File: src/rtl/i2c_cfg_pkg.sv
// Shared definitions for the I2C configuration sequencer: state encoding and
// default timing/retry parameters.
package i2c_cfg_pkg;

    localparam int unsigned ClkDivDefault   = 500;
    localparam int unsigned MaxRetryDefault = 3;
    localparam logic [7:0]  TimeoutDefault  = 8'd80;

    typedef enum logic [2:0] {
        StPwrup,
        StLoad,
        StIssue,
        StWaitEnd,
        StCheck,
        StGap,
        StDone,
        StError
    } state_e;

endpackage

File: src/rtl/i2c_config_seq.sv
// Walks a configuration table after power-up, issuing one I2C write per entry
// with bounded retries and a per-transfer tick timeout.
module i2c_config_seq
    import i2c_cfg_pkg::*;
#(
    parameter int unsigned CLK_DIV   = ClkDivDefault,
    parameter logic [7:0]  LUT_SIZE  = 8'd32,
    parameter int unsigned MAX_RETRY = MaxRetryDefault,
    parameter logic [19:0] PWRUP_DLY = 20'd500000,
    parameter logic [7:0]  TIMEOUT   = TimeoutDefault
) (
    input  logic        iCLK,
    input  logic        iRST_N,
    input  logic        START,
    output logic [7:0]  LUT_INDEX,
    input  logic [23:0] LUT_DATA,
    output logic        I2C_CLK,
    output logic        I2C_EN,
    output logic [23:0] I2C_WDATA,
    output logic        WR,
    output logic        GO,
    input  logic        END,
    input  logic        ACK,
    output logic        CFG_DONE,
    output logic        CFG_ERR,
    output logic [7:0]  ERR_INDEX
);

    localparam int unsigned DivW   = $clog2(CLK_DIV);
    localparam logic [DivW-1:0] DivMax  = DivW'(CLK_DIV - 1);
    localparam logic [DivW-1:0] DivHalf = DivW'(CLK_DIV / 2);
    localparam logic [7:0]      RetryMax = 8'(MAX_RETRY);

    state_e          state_q, state_d;
    logic [DivW-1:0] div_q, div_d;
    logic [19:0]     dly_q, dly_d;
    logic [7:0]      tick_q, tick_d;
    logic [7:0]      retry_q, retry_d;
    logic [7:0]      idx_q, idx_d;
    logic [23:0]     wdata_q, wdata_d;
    logic            go_q, go_d;
    logic            fail_q, fail_d;
    logic [7:0]      err_idx_q, err_idx_d;

    logic tick_en;
    logic pwrup_done;
    logic timed_out;

    // Free-running divider, independent of the sequencer state.
    assign tick_en = (div_q == DivMax);
    assign div_d   = tick_en ? '0 : div_q + DivW'(1);

    assign pwrup_done = ({1'b0, dly_q} + 21'd1) >= {1'b0, PWRUP_DLY};
    assign timed_out  = ({1'b0, tick_q} + 9'd1) >= {1'b0, TIMEOUT};

    always_comb begin
        state_d   = state_q;
        dly_d     = dly_q;
        tick_d    = tick_q;
        retry_d   = retry_q;
        idx_d     = idx_q;
        wdata_d   = wdata_q;
        go_d      = go_q;
        fail_d    = fail_q;
        err_idx_d = err_idx_q;

        unique case (state_q)
            StPwrup: begin
                dly_d = dly_q + 20'd1;
                if (pwrup_done) begin
                    dly_d   = '0;
                    idx_d   = '0;
                    retry_d = '0;
                    state_d = (LUT_SIZE == 8'd0) ? StDone : StLoad;
                end
            end
            StLoad: begin
                wdata_d = LUT_DATA;
                state_d = StIssue;
            end
            StIssue: begin
                // Hold off while the engine still reports END from a prior transfer.
                if (!END) begin
                    go_d    = 1'b1;
                    tick_d  = '0;
                    fail_d  = 1'b0;
                    state_d = StWaitEnd;
                end
            end
            StWaitEnd: begin
                if (tick_en) begin
                    tick_d = tick_q + 8'd1;
                    if (END) begin
                        fail_d  = ACK;
                        state_d = StCheck;
                    end else if (timed_out) begin
                        fail_d  = 1'b1;
                        state_d = StCheck;
                    end
                end
            end
            StCheck: begin
                go_d   = 1'b0;
                tick_d = '0;
                if (!fail_q) begin
                    idx_d   = idx_q + 8'd1;
                    retry_d = '0;
                    state_d = StGap;
                end else if (retry_q < RetryMax) begin
                    retry_d = retry_q + 8'd1;
                    state_d = StGap;
                end else begin
                    err_idx_d = idx_q;
                    state_d   = StError;
                end
            end
            StGap: begin
                // tick_q == 0: waiting for END low; then two more ticks of idle bus.
                if (tick_en) begin
                    if (tick_q == 8'd0) begin
                        if (!END) tick_d = 8'd1;
                    end else if (tick_q == 8'd2) begin
                        tick_d  = '0;
                        state_d = (idx_q == LUT_SIZE) ? StDone : StLoad;
                    end else begin
                        tick_d = tick_q + 8'd1;
                    end
                end
            end
            StDone, StError: begin
                go_d = 1'b0;
                if (START) begin
                    err_idx_d = '0;
                    idx_d     = '0;
                    retry_d   = '0;
                    state_d   = StLoad;
                end
            end
            default: state_d = StPwrup;
        endcase
    end

    always_ff @(posedge iCLK or negedge iRST_N) begin
        if (!iRST_N) begin
            state_q   <= StPwrup;
            div_q     <= '0;
            dly_q     <= '0;
            tick_q    <= '0;
            retry_q   <= '0;
            idx_q     <= '0;
            wdata_q   <= '0;
            go_q      <= 1'b0;
            fail_q    <= 1'b0;
            err_idx_q <= '0;
        end else begin
            state_q   <= state_d;
            div_q     <= div_d;
            dly_q     <= dly_d;
            tick_q    <= tick_d;
            retry_q   <= retry_d;
            idx_q     <= idx_d;
            wdata_q   <= wdata_d;
            go_q      <= go_d;
            fail_q    <= fail_d;
            err_idx_q <= err_idx_d;
        end
    end

    assign I2C_EN    = tick_en;
    assign I2C_CLK   = (div_q >= DivHalf);
    assign LUT_INDEX = idx_q;
    assign I2C_WDATA = wdata_q;
    assign WR        = 1'b1;
    assign GO        = go_q;
    assign CFG_DONE  = (state_q == StDone);
    assign CFG_ERR   = (state_q == StError);
    assign ERR_INDEX = err_idx_q;

endmodule
File: config.mk
export PLATFORM = sky130hd
export DESIGN_NAME = i2c_config_seq
export DESIGN_NICKNAME = d
export VERILOG_FILES = /design/src/rtl/i2c_cfg_pkg.sv /design/src/rtl/i2c_config_seq.sv
export SDC_FILE = /design/constraint.sdc
export NUM_CORES = 1
export LEC_CHECK = 0
export ABC_AREA = 1
export BUFFER_PORTS_ARGS = -buffer_cell sky130_fd_sc_hd__buf_2
export CAP_MARGIN = 20
export CORE_UTILIZATION = 40
export DETAILED_ROUTE_END_ITERATION = 6
export GPL_TIMING_DRIVEN = 0
export HOLD_SLACK_MARGIN = 0.12
export PLACE_DENSITY = 0.7
export SYNTH_ARGS = -nofsm -noshare
export SYNTH_HDL_FRONTEND = slang
export SYNTH_SLANG_ARGS = --single-unit
File: constraint.sdc
create_clock -name iCLK -period 4.12 [get_ports iCLK]
set_clock_uncertainty 0.05 [all_clocks]
set_input_delay 0.206 -clock iCLK [delete_from_list [all_inputs] [get_ports iCLK]]
set_output_delay 0.206 -clock iCLK [all_outputs]
set_load 0.005 [all_outputs]
### Word level (Yosys, flattened, before mapping)

Index checks and enable logic that the tools add are counted.

* register bits after elaboration: 90
* output and inout port bits: 46
* logic and storage cells: 99

* add/subtract/negate cells: 7
* $lt $le $gt $ge: 4
* equal/unequal tests: 23
* multiplexer cells: 39
* reductions and logical operators: 16

Operators with widths (count)
* 8-bit two-way mux: 13
* 8-bit one-hot mux with 3 select lines: 2
* 8-bit one-hot mux with 4 select lines: 1
* 3-bit two-way mux: 10
* 8-bit by 1-bit adder with 8-bit output, second input constant: 3
* 20-bit by 1-bit adder with 21-bit output, second input constant: 1
* 21-bit by 19-bit >= comparator with 1-bit output, second input constant: 1
* 3-bit one-hot mux with 7 select lines: 1
* 20-bit by 1-bit adder with 20-bit output, second input constant: 1
* 20-bit two-way mux: 1
* 2-bit inequality test, second input constant: 10
* 8-bit one-hot mux with 2 select lines: 1
* 4-bit AND reduction: 4
* 3-bit equality test, second input constant: 4
* 8-bit by 1-bit adder with 9-bit output, second input constant: 1
* 9-bit by 1-bit adder with 9-bit output, second input constant: 1
* 9-bit equality test, second input constant: 1
* 9-bit by 7-bit >= comparator with 1-bit output, second input constant: 1
* 9-bit by 8-bit >= comparator with 1-bit output, second input constant: 1
* 9-bit two-way mux: 1
* 3-bit inequality test, second input constant: 3
* 8-bit by 2-bit equality test with 1-bit output, second input constant: 1
* 8-bit by 6-bit equality test with 1-bit output, second input constant: 1
* 8-bit zero test: 1
* 15 further kinds: 24

### Logic depth before layout (Yosys ltp)

* word-level depth: 6
* mapped depth: 15
* depth with buffers taken out: 15

### Worst setup path after synthesis

No wires, ideal clock.

* path kind: flip-flop to flip-flop
* start point: register dly_q[1]
* end point: register idx_q[7], in the netlist LUT_INDEX[7]
* setup time: 0.118 ns
* data arrival time: 1.771 ns
* setup slack: 2.181 ns
* cell stages (with the launch flop): 14
* buffers on the path: 1
* period minus slack after synthesis: 1.939 ns
* cell sequence: dfrtp_1 ha_1 nand2_2 nor2_4 nand2_2 o21ai_0 nand2_1 nand3_1 nor2_1 nor2_2 nand2_4 buf_8 nand4_1 nand2_1

* longest elaborated chain between the ends: 4

Ends and longest elaborated chain
* from (decl): line i2c_config_seq.sv:36 `logic [19:0] dly_q, dly_d;`
* from (signal assigned): line i2c_config_seq.sv:158 `dly_q <= dly_d;`
* 20-bit by 1-bit adder with 21-bit output: line i2c_config_seq.sv:53 `assign pwrup_done = ({1'b0, dly_q} + 21'd1) >= {1'b0, PWRUP_DLY};`
* 21-bit by 19-bit >= comparator with 1-bit output: line i2c_config_seq.sv:53
* 2-bit inequality test (no source line)
* 4-bit AND reduction (no source line)
* to (signal assigned): line i2c_config_seq.sv:161 `idx_q <= idx_d;`
* to (decl): line i2c_config_seq.sv:39 `logic [7:0] idx_q, idx_d;`

No other way between the ends.
A chain may end at the register's enable or synchronous reset.

### Final worst setup path

* start point: register state_q[0]
* end point: register err_idx_q[4], in the netlist ERR_INDEX[4]

* longest elaborated chain between the ends: 4
* elaborated cells between the ends (all ways): 10

Ends and longest elaborated chain
* from (decl): line i2c_config_seq.sv:34 `state_e state_q, state_d;`
* from (signal assigned): line i2c_config_seq.sv:145 `state_q <= StPwrup;`
* from (signal assigned): line i2c_config_seq.sv:156 `state_q <= state_d;`
* 3-bit equality test: line i2c_config_seq.sv:67 `unique case (state_q)`
* 2-bit OR reduction: line i2c_config_seq.sv:67
* 2-bit inequality test (no source line) / 2-bit nonzero test (equally long branches)
* 4-bit AND reduction (no source line)
* to (signal assigned): line i2c_config_seq.sv:165 `err_idx_q <= err_idx_d;`
* to (decl): line i2c_config_seq.sv:43 `logic [7:0] err_idx_q, err_idx_d;`

Several ways; a longest one is shown, not always the timed one.

==> flow_metrics.env <==
export IMPL_clock_sinks=90
export IMPL_yosys_area_share_simple=0.275
export IMPL_row_count=39
export IMPL_synth_compound_area_share=0.0950
export IMPL_drc_errors=3
export IMPL_max_slew_margin_rel=0.535
export IMPL_io_buffer_count=73
export IMPL_dieArea_um2=12600
export IMPL_syn_area_um2=4860
export IMPL_synth_edf_count=0
export IMPL_grt_pass1_vias=4280
export IMPL_total_power_mw=1.76
export IMPL_synth_warnings=0
export IMPL_die_x_um=112
export IMPL_grt_usage=0.196
export IMPL_synthArstFlopShare=1.00
export IMPL_vias=4373
export IMPL_cts_buffers=9
export IMPL_synth_main_ff_cell="dfrtp_1"
export IMPL_num_fill_cells=1025
export IMPL_dp_hpwl_um=8350
export IMPL_slew_viol_final=0
export IMPL_synth_top_family_by_area="simple AND/OR/NAND/NOR gates"
export IMPL_grt_max_degree=63
export IMPL_nets=736
export IMPL_holdCritPathClass="in2reg"
export IMPL_cts_hold_buf=25
export IMPL_start_kind="flop"
export IMPL_seqPwrFrac=0.512
export IMPL_power_frac_comb=0.045
export IMPL_swShare=0.216
export IMPL_syn2layout_area_growth_pct=22.8
export IMPL_start_util=0.418
export IMPL_setup_viol=0
export IMPL_synth_fa_ha_area_frac=0.0232
export IMPL_powerDensity_nw_per_um2=295
export IMPL_syn_avg_cell_area_um2=8.26
export IMPL_final_layout_size_suffix_gt1_frac=0.216
export IMPL_timing_final_crit_share=0.561
export IMPL_drv_cap=0
export IMPL_dpl_instance_area_um2=5430
export IMPL_antenna_found_initial=0
export IMPL_synth_xor_area_frac=0.0106
export IMPL_avgViaCountPerCell=5.17
export IMPL_timing_hold_violations_final=0
export IMPL_finalCriticalPeriod_ns=2.31
export IMPL_drt_wl_total_um=11800
export IMPL_netlist_instances=588
export IMPL_cts_buffer_depth=2
export IMPL_tightest_slew_ns=0.690
export IMPL_tns_ns=0
export IMPL_rsz0062_at_grt="no"
export IMPL_wl_per_cell_um=14.0
export IMPL_ctsResizeCount=0
export IMPL_p_switching_uw=381
export IMPL_final_util=0.514
export IMPL_post_cts_setup_buffer_count=0
export IMPL_insertion_delay_ns=0.34
export IMPL_synth_seq_cells=90
export IMPL_synth_mux_area_frac=0.0556
export IMPL_whs_ns=0.178
export IMPL_place_congestion=0.894
export IMPL_ios=75
export IMPL_diodes=0
export IMPL_p_int_mw=1.38
export IMPL_grt_pass1_wl_um=19800
export IMPL_antenna_left=0
export IMPL_synth_distinct_cells=39
export IMPL_clkSlewWorstSetupHoldPaths_ns=0.06
export IMPL_violations="DRC"
export IMPL_synth_seq_area_share=0.464
export IMPL_status="finished, violations left"
export IMPL_die_h_um=112
export IMPL_pwr_share_clk=0.443
export IMPL_ir_drop_v=0.000229
export IMPL_syn_nets=626
export IMPL_htree_levels=3
export IMPL_tritoncts="done"
export IMPL_cp_data_arrival_time_ns=2.51
export IMPL_leakagePower_nw=2.83
export IMPL_cts_root_buf="clkbuf_16"
export IMPL_endpoint_kind="flop"
export IMPL_critPathKind="reg2reg"
export IMPL_worstPathRequired_ns=4.32
export IMPL_core_area_um2=11600
export IMPL_crit_path_max_fanout=10
export IMPL_max_freq_mhz=432
export IMPL_design_area_um2=5970
export IMPL_drt_iter0_drc=389
export IMPL_grt_overflow_total=0
export IMPL_drt_pre_antenna_iters=7
## worst max-delay path: stages, from the launching register on
cell     delay [ns]
dfrtp_1        0.46
nor2_1         0.11
inv_1          0.05
nor2_1         0.34
inv_1          0.13
buf_2          0.22
o21ai_0        0.58
o21ai_0        0.16
o21ai_0        0.11
## cell usage after synthesis, types with 2 or more instances
library cell	instances	area, um^2
a21oi_1	17	85.1
buf_2	4	20.0
buf_4	2	15.0
clkbuf_1	3	11.3
dfrtp_1	90	2250
ha_1	9	113
inv_1	77	289
mux2_2	24	270
nand2_1	135	507
nand2_2	4	25.0
nand3_1	41	205
nand3_2	2	20.0
nand4_1	28	175
nor2_1	53	199
nor2_2	6	37.5
nor2_4	4	45.0
nor3_1	13	65.1
o21ai_0	46	230
o22ai_2	7	87.6
o31ai_1	2	15.0
xor2_1	3	26.3
## state kept, by name (all words and copies together), names as in the netlist
signal / count
fail_q: 1
tick_q: 8
state_q: 3
retry_q: 8
LUT_INDEX: 8
ERR_INDEX: 8
GO: 1
I2C_WDATA: 24
dly_q: 20
div_q: 9
## placed cells by master, fill, tap and decap left out, types with 4 or more instances in the layout
cell type and count:
a21oi_1 17, buf_2 76, clkbuf_1 4, clkbuf_16 9, dfrtp_1 90, dlygate4sd3_1 25
ha_1 9, inv_1 77, mux2_2 24, nand2_1 135, nand2_2 4, nand3_1 41
nand4_1 28, nor2_1 53, nor2_2 6, nor2_4 4, nor3_1 13, o21ai_0 46
o22ai_2 7
## worst paths after layout
kind / start / end / slack, ns / cells after the start
max in group asynchronous: iRST_N / LUT_INDEX[7] / 3.12 / 3
min: END / GO / 0.18 / 3
min reg2reg: retry_q[6] / retry_q[6] / 0.42 / 2
max: state_q[0] / ERR_INDEX[4] / 1.81 / 8
max reg2reg: state_q[0] / ERR_INDEX[4] / 1.81 / 8
min in group asynchronous: iRST_N / retry_q[3] / 0.29 / 2
## power by group through the flow
| stage | Sequential, mW | Combinational (mW) | Clock (mW) |
|---|---|---|---|
| after detailed placement | 0.918 | 0.0615 | 0 |
| final | 0.902 | 0.0796 | 0.780 |
| after floorplan | 0.919 | 0.0114 | 0 |
| after CTS | 0.902 | 0.0795 | 0.785 |
| after global placement | 0.917 | 0.0560 | 0 |
| after global routing | 0.903 | 0.0882 | 0.832 |
## cell families after synthesis
kind of cell    after synthesis
compound gates               77
buf+inv                      90
flops                        90
xor+xnor                      5
fa+ha+maj                     9
simple gates                292
mux                          24
other cells                   1
## cell type report
| type | instances | area (um^2) | area share |
|---|---|---|---|
| Timing Repair Buffer | 99 | 646 | 0.108 |
| Clock buffer | 12 | 256 | 0.0430 |
| Tap cell | 143 | 179 | 0.0300 |
| Multi-Input combinational cell | 408 | 2240 | 0.375 |
| Inverter | 79 | 297 | 0.0497 |
| Sequential cell | 90 | 2250 | 0.378 |
| Buffer | 11 | 72.6 | 0.0122 |
| Clock inverter | 4 | 26.3 | 0.00440 |
## per-layer routing
layer | wire length (um) | track usage
met2 | 5370 | 0.313
met4 | 202 | 0.0684
met5 | 0 | 0
met3 | 806 | 0.0432
met1 | 5450 | 0.263
## metrics by stage
stage                     std cells  setup slack, ns
final                           846             1.81
after global routing            846             1.51
after CTS                       846             1.83
after detailed placement        805             1.83
after global placement          804             1.88
after floorplan                 588             2.18
Power figures use the tool's default switching activity.
